===== config.mk =====
export PLATFORM = sky130hd
export DESIGN_NAME = debounce_scheduler
export DESIGN_NICKNAME = d
export VERILOG_FILES = /design/src/rtl/debounce_pkg.sv /design/src/rtl/btn_sync.sv /design/src/rtl/debounce_scheduler.sv
export SDC_FILE = /design/constraint.sdc
export NUM_CORES = 1
export LEC_CHECK = 0
export CAP_MARGIN = 20
export CORE_ASPECT_RATIO = 1.1
export CORE_MARGIN = 1
export CORE_UTILIZATION = 48
export CTS_CLUSTER_DIAMETER = 150
export CTS_CLUSTER_SIZE = 10
export DETAILED_ROUTE_END_ITERATION = 6
export PLACE_DENSITY = 0.76
export SYNTH_ARGS = -nofsm -noshare
export SYNTH_HDL_FRONTEND = slang
export SYNTH_SLANG_ARGS = --single-unit

===== constraint.sdc =====
create_clock -name clk -period 7.08 [get_ports clk]
set_input_delay 1.062 -clock clk [delete_from_list [all_inputs] [get_ports clk]]
set_output_delay 1.062 -clock clk [all_outputs]
set_load 0.005 [all_outputs]

===== src/rtl/debounce_pkg.sv =====
// debounce_pkg: shared state type and default constants for the debounce scheduler
package debounce_pkg;
  typedef enum logic [1:0] {SCAN, SETTLE, COMMIT} state_e;
  localparam int N_BTN_DEF = 4;
  localparam int IDX_W_DEF = 2;
  localparam int DEBOUNCE_CYCLES_DEF = 50000;
  localparam int CNT_W_DEF = 16;
  localparam int DEBOUNCE_CYCLES_SIM = 8;
endpackage


===== src/rtl/btn_sync.sv =====
// btn_sync: N-bit two-flop synchronizer whose flops reset to the released level (1)
module btn_sync import debounce_pkg::*; #(
  parameter int N = N_BTN_DEF
) (
  input  logic         clk,
  input  logic         rst_n,
  input  logic [N-1:0] d_i,
  output logic [N-1:0] q_o
);
  logic [N-1:0] meta_q, sync_q;
  always_ff @(posedge clk or negedge rst_n)
    if (!rst_n) begin
      meta_q <= '1;
      sync_q <= '1;
    end else begin
      meta_q <= d_i;
      sync_q <= meta_q;
    end
  assign q_o = sync_q;
endmodule


===== src/rtl/debounce_scheduler.sv =====
// debounce_scheduler: round-robin sharing of one settle timer across active-low buttons
module debounce_scheduler import debounce_pkg::*; #(
  parameter int N_BTN           = N_BTN_DEF,
  parameter int IDX_W           = IDX_W_DEF,
  parameter int DEBOUNCE_CYCLES = DEBOUNCE_CYCLES_DEF,
  parameter int CNT_W           = CNT_W_DEF
) (
  input  logic             clk,
  input  logic             rst_n,
  input  logic [N_BTN-1:0] btn_n,
  output logic [N_BTN-1:0] btn_state,
  output logic [N_BTN-1:0] press_pulse,
  output logic [N_BTN-1:0] release_pulse,
  output logic             busy,
  output logic [IDX_W-1:0] active_idx
);
  logic [N_BTN-1:0] synced, pressed_sync;
  state_e state_q, state_d;
  logic [IDX_W-1:0] ptr_q, ptr_d, owner_q, owner_d, active_idx_q, active_idx_d;
  logic [CNT_W-1:0] timer_q, timer_d;
  logic [N_BTN-1:0] btn_state_q, btn_state_d, press_q, press_d, release_q, release_d;
  logic busy_q, busy_d;

  btn_sync #(.N(N_BTN)) u_sync (
    .clk   (clk),
    .rst_n (rst_n),
    .d_i   (btn_n),
    .q_o   (synced)
  );

  assign pressed_sync = ~synced;

  function automatic logic [IDX_W-1:0] next_idx(input logic [IDX_W-1:0] i);
    return (int'(i) == N_BTN - 1) ? '0 : i + 1'b1;
  endfunction

  always_comb begin
    state_d     = state_q;
    ptr_d       = ptr_q;
    owner_d     = owner_q;
    timer_d     = timer_q;
    btn_state_d = btn_state_q;
    press_d     = '0;
    release_d   = '0;
    unique case (state_q)
      SCAN:
        if (pressed_sync[ptr_q] != btn_state_q[ptr_q]) begin
          owner_d = ptr_q;
          timer_d = '0;
          state_d = SETTLE;
        end else ptr_d = next_idx(ptr_q);
      SETTLE:
        // a level that reverts before the timer expires is a glitch: drop it silently
        if (pressed_sync[owner_q] == btn_state_q[owner_q]) begin
          ptr_d   = next_idx(owner_q);
          state_d = SCAN;
        end else if (timer_q == CNT_W'(DEBOUNCE_CYCLES - 1)) begin
          btn_state_d[owner_q] = ~btn_state_q[owner_q];
          press_d[owner_q]     = ~btn_state_q[owner_q];
          release_d[owner_q]   = btn_state_q[owner_q];
          state_d              = COMMIT;
        end else timer_d = timer_q + 1'b1;
      COMMIT: begin
        ptr_d   = next_idx(owner_q);
        state_d = SCAN;
      end
      default: state_d = SCAN;
    endcase
    busy_d       = state_d != SCAN;
    active_idx_d = (state_d == SCAN) ? ptr_d : owner_d;
  end

  always_ff @(posedge clk or negedge rst_n)
    if (!rst_n) begin
      state_q      <= SCAN;
      ptr_q        <= '0;
      owner_q      <= '0;
      timer_q      <= '0;
      btn_state_q  <= '0;
      press_q      <= '0;
      release_q    <= '0;
      busy_q       <= 1'b0;
      active_idx_q <= '0;
    end else begin
      state_q      <= state_d;
      ptr_q        <= ptr_d;
      owner_q      <= owner_d;
      timer_q      <= timer_d;
      btn_state_q  <= btn_state_d;
      press_q      <= press_d;
      release_q    <= release_d;
      busy_q       <= busy_d;
      active_idx_q <= active_idx_d;
    end

  assign btn_state     = btn_state_q;
  assign press_pulse   = press_q;
  assign release_pulse = release_q;
  assign busy          = busy_q;
  assign active_idx    = active_idx_q;
endmodule

; ---- Word level (Yosys, flattened, before mapping)
; Index checks and enable logic that the tools add are counted.
[totals]
regBits = 45
wordCells = 72
[classes]
bitwise_logic = 5
magnitude_cmp = 3
muxes = 33
n_reduce_logical = 7
add_sub_neg = 3
eq_ne = 10
[ops]
columns = op, n
row1 = $mux 16, 3
row2 = $pmux 16 s2, 1
row3 = $mux 4, 6
row4 = $mux 2, 10
row5 = $add 16x1->16 const B, 1
row6 = $eq 16x16->1 const B, 1
row7 = $and 4x4->4, 2
row8 = $bmux 1 s2, 4
row9 = $eq 2x1->1 const B, 3
row10 = $lt 2x3->1 const B, 2
row11 = $ne 2x2->1 const B, 3
row12 = $pmux 2 s3, 1
row13 = $mux 1, 5
row14 = $add 2x1->2 const B, 2
row15 = $bwmux 4, 1
row16 = $logic_not 2->1, 2
row17 = $not 4->4, 1
row18 = $pmux 2 s2, 1
row19 = $reduce_and 4->1, 1
row20 = $reduce_bool 2->1, 2
row21 = $reduce_and 3->1, 1
row22 = $demux 1 s2, 1
row23 = $eq 2x2->1 const B, 1
row24 = $ge 2x1->1 const B, 1
row25 = other kinds (4), 5

; ---- Depth between registers and ports, before layout
[logic_depth]
ltp_word = 8
ltp_mapped = 7
depth_no_buf = 6

; ---- By module
; Synthesis repeated with hierarchy kept, for this count alone.
[hier_totals]
hier_cells = 194
area_unflattened_um2 = 2202.1
[by_module_without_submodules]
columns = mod, area_per_inst_um2, n_inst, seq_area_each_um2, cells_each
row1 = debounce_scheduler, 1991.9, 1, 925.9, 186
row2 = btn_sync, 210.2, 1, 210.2, 8

; ---- Least setup slack after synthesis
; Ideal clock, no wire load.
[synth_timing]
kind = register -> register
start = reg btn_state_q[2] (netlist: btn_state[2])
end = reg timer_q[13]
t_arrival_ns = 2.249
path_buffers = 1
setup_slack_ns = 4.753
stages_incl_launch_ff = 7
cell_sequence = dfrtp_1 xor2_1 mux4_2 or3_1 clkbuf_2 or4_1 a21oi_1
[synth_between]
elab_chain_cells = 5
[synth_rtl]
columns = item, line_no
row1 = "start, declared", debounce_scheduler.sv:21  ; logic [N_BTN-1:0] btn_state_q, btn_state_d, press_q, press_d, release_q, release_d;
row2 = "start signal, assigned", debounce_scheduler.sv:89  ; btn_state_q <= btn_state_d;
row3 = "$bmux 1 s2, on equally long branches", "debounce_scheduler.sv:54, debounce_scheduler.sv:47"
row4 = "$mux 1, on equally long branches", "debounce_scheduler.sv:54, debounce_scheduler.sv:47"
row5 = $eq 1x1->1 / $ne 1x1->1 (equally long branches), "debounce_scheduler.sv:54, debounce_scheduler.sv:47"
row6 = $ne 2x2->1 (no source line), --
row7 = $reduce_and 4->1 (no source line) *, --
row8 = "end signal, assigned", debounce_scheduler.sv:88  ; timer_q <= timer_d;
row9 = "end, declared", debounce_scheduler.sv:20  ; logic [CNT_W-1:0] timer_q, timer_d;
; Every way passes the cells marked *; elsewhere a longest branch is shown, timed or not. The select of a mux whose other input is x is not followed.
; A chain may end at the register's enable or synchronous reset.

; ---- Worst setup path in the final report
[layout_timing]
start = reg btn_state_q[3] (netlist: btn_state[3])
end = reg timer_q[14]
; The elaborated chain is that of the path after synthesis.

==> results.json <==
{
  "outcome": "finished clean",
  "p_per_area_nw_per_um2": 300,
  "vias_per_cell": 5.63,
  "htree_levels": 2,
  "ys_seq_area_frac": 0.516,
  "yosys-top-cells-area": "dfrtp_1 42%, dfstp_2 9.5%, mux4_2 4.1%",
  "synthAdderAreaFrac": 0.0341,
  "nNetsFinal": 235,
  "avgSynthCellArea_um2": 10.7,
  "synth_nets": 218,
  "finalHoldViolCount": 0,
  "initialDrtViolationCount": 78,
  "grtUsageMet3": 0.0328,
  "startpoint_type": "register",
  "grt_pass1_vias": 1509,
  "grt_max_degree": 46,
  "layout-drive-gt1-share": 0.121,
  "cts_tree": "done",
  "setup_tns_ns": 0,
  "antenna_found_initial": 0,
  "synth_top_family_by_area": "simple AND/OR/NAND/NOR gates",
  "critPathCaptureType": "register",
  "synth-seq-cells": 45,
  "rsz0062_at_grt": "no",
  "firstDrtPassIters": 4,
  "reg2reg_from": "btn_state[3]",
  "synth-compound-area-share": 0.0857,
  "grt_remaining_overflow": 0,
  "timing.rr.end": "timer_q[14]",
  "vias": 1564,
  "peakVddDrop_mv": 0.193,
  "clock-sinks": 45,
  "cts_inserted_buffers": 5,
  "cts_root_buffer": "clkbuf_8",
  "n_fill_cell": 391,
  "syn2layout_area_growth_pct": 15.3,
  "clk_pin_slew_ns": 0.09,
  "die_y_um": 73.1,
  "ys_types": 40,
  "finalSetupViolCount": 0,
  "post_cts_resized": 0,
  "internal-power_mw": 0.501,
  "top_usage_layer": "met2",
  "drtAntennaViolNets": 0,
  "dieArea_um2": 4870,
  "pwr-share-clk": 0.248,
  "async_flop_share": 1.00,
  "total_power_mw": 0.761,
  "initial_core_util": 0.507,
  "wl_per_cell_um": 14.6,
  "final_area_um2": 2540,
  "die_x_um": 66.6,
  "yosys.area.top_type_share": 0.420,
  "holdPathStages": 0,
  "gp_congestion": 0.848,
  "period_needed_ns": 2.60,
  "min_to": "u_sync.q_o[3]",
  "synth-edff-count": 0,
  "ctsHoldBuffers": 0,
  "fin_crit_sh": 0.367,
  "maxSlewHeadroom": 0.365,
  "core_region_area_um2": 4350,
  "p_seq_frac": 0.435,
  "synth_top_area_cell": "dfrtp_1",
  "antennaDiodeCount": 0,
  "grt_pass1_wl_um": 6910,
  "cts_setup_buffers": 0,
  "rrSetupSlack_ns": 4.48,
  "p_leak_nw": 1.08,
  "dp_hpwl_um": 2790,
  "hp-class": "register to register",
  "r2r_cells": 5,
  "placed_cell_area_um2": 2430,
  "synthSimpleGateAreaFrac": 0.211,
  "met1_usage": 0.250,
  "ioPinCount": 21,
  "clockBufferDepth": 2,
  "syn-cell-area_um2": 2200,
  "switchingPower_mw": 0.260,
  "final_cell_mix": "37 x dfrtp_1, 19 x nor2_1, 19 x clkdlybuf4s50_1",
  "register_area_um2": 1140,
  "clock_latency_ns": 0.31,
  "wl_um": 4070,
  "ys.flop_type": "dfrtp_1",
  "met2_usage": 0.308,
  "yosys_warnings": 0,
  "skew_ns": 0.0153,
  "port_buffers": 20,
  "rows": 25,
  "comb_power_share": 0.317,
  "synthCells": 206,
  "cp.arrival_ns": 2.82,
  "drc": 0,
  "tightest_slew_ns": 0.952,
  "maxCapViolCount": 0,
  "crit_type": "register to register",
  "final_util": 0.584,
  "layout_commonest_cell": "dfrtp_1",
  "required_ns": 7.30,
  "slew_viol_final": 0,
  "hp-start": "u_sync.meta_q[3]",
  "switching_share": 0.342,
  "timing.fmax_ghz": 0.385,
  "synth_xor_area_frac": 0.0477,
  "multi_input_area_um2": 993,
  "grt.total_usage": 0.195,
  "worstPathMaxFanout": 15,
  "synth_mux_area_frac": 0.0698
}
==> layout make-up <==
class,count,share of cell area
Sequential cell,45,0.447
Multi-Input combinational cell,141,0.391
Clock buffer,6,0.0286
Timing Repair Buffer,21,0.0798
Inverter,9,0.0133
Clock inverter,2,0.0138
Tap cell,54,0.0266
==> Yosys cell counts (all sizes together) (2+ instances only) <==
library cell,count
dfrtp,37
nor2,19
a21oi,12
o21ai,11
inv,9
nand2,9
nand3,9
dfstp,8
clkbuf,7
nor4,7
xnor2,7
and3,6
ha,6
or3,6
nand4,5
xor2,5
buf,4
mux4,4
nand2b,4
a31oi,3
mux2,3
mux2i,3
or4,3
and2,2
and4,2
nor2b,2
o211ai,2
or4b,2
==> state kept, by name, summed over array words and instances (netlist names) <==
| signal | flops |
|---|---|
| busy | 1 |
| owner_q | 2 |
| press_pulse | 4 |
| ptr_q | 2 |
| u_sync.q_o | 4 |
| state_q | 2 |
| u_sync.meta_q | 4 |
| active_idx | 2 |
| release_pulse | 4 |
| timer_q | 16 |
| btn_state | 4 |
==> worst max path at each step <==
stage                      start  cells after the start           to
floorplan           btn_state[2]                      6  timer_q[13]
global placement    btn_state[3]                      5  timer_q[11]
detailed placement  btn_state[2]                      5  timer_q[14]
CTS                 btn_state[3]                      5  timer_q[14]
global route        btn_state[0]                      5  timer_q[12]
finish              btn_state[3]                      5  timer_q[14]
==> worst max-delay path, cell delays in order, from the launching register on <==
cell and delay, ns:
dfrtp_1 0.46, xor2_1 0.22, mux4_2 0.63, or4_1 0.67
or3_1 0.39, a21oi_1 0.14
==> kinds of logic after synthesis <==
family	Yosys count
fa+ha+maj	6
mux	10
compound gates	33
xor+xnor	12
simple gates	80
flops	45
buf+inv	20
==> layer usage <==
layer	vias to the layer above	wire length [um]
met5	-	0
met4	0	106
met3	9	96
met2	32	1960
met1	751	1900
li1	772	-
==> power groups by stage <==
stage               Combinational (mW)  Sequential (mW)  Clock, mW
global route                     0.275            0.336      0.204
CTS                              0.245            0.331      0.194
detailed placement               0.244            0.334          0
finish                           0.241            0.331      0.189
floorplan                        0.193            0.317          0
global placement                 0.239            0.333          0
==> stage by stage <==
step	setup slack, ns	cells	hold slack, ns
after floorplan	4.75	206	0.345
after global placement	4.56	270	0.346
after detailed placement	4.51	270	0.347
after CTS	4.49	278	0.359
after global routing	4.35	278	0.361
final	4.48	278	0.357
Power figures use the tool's default switching activity.
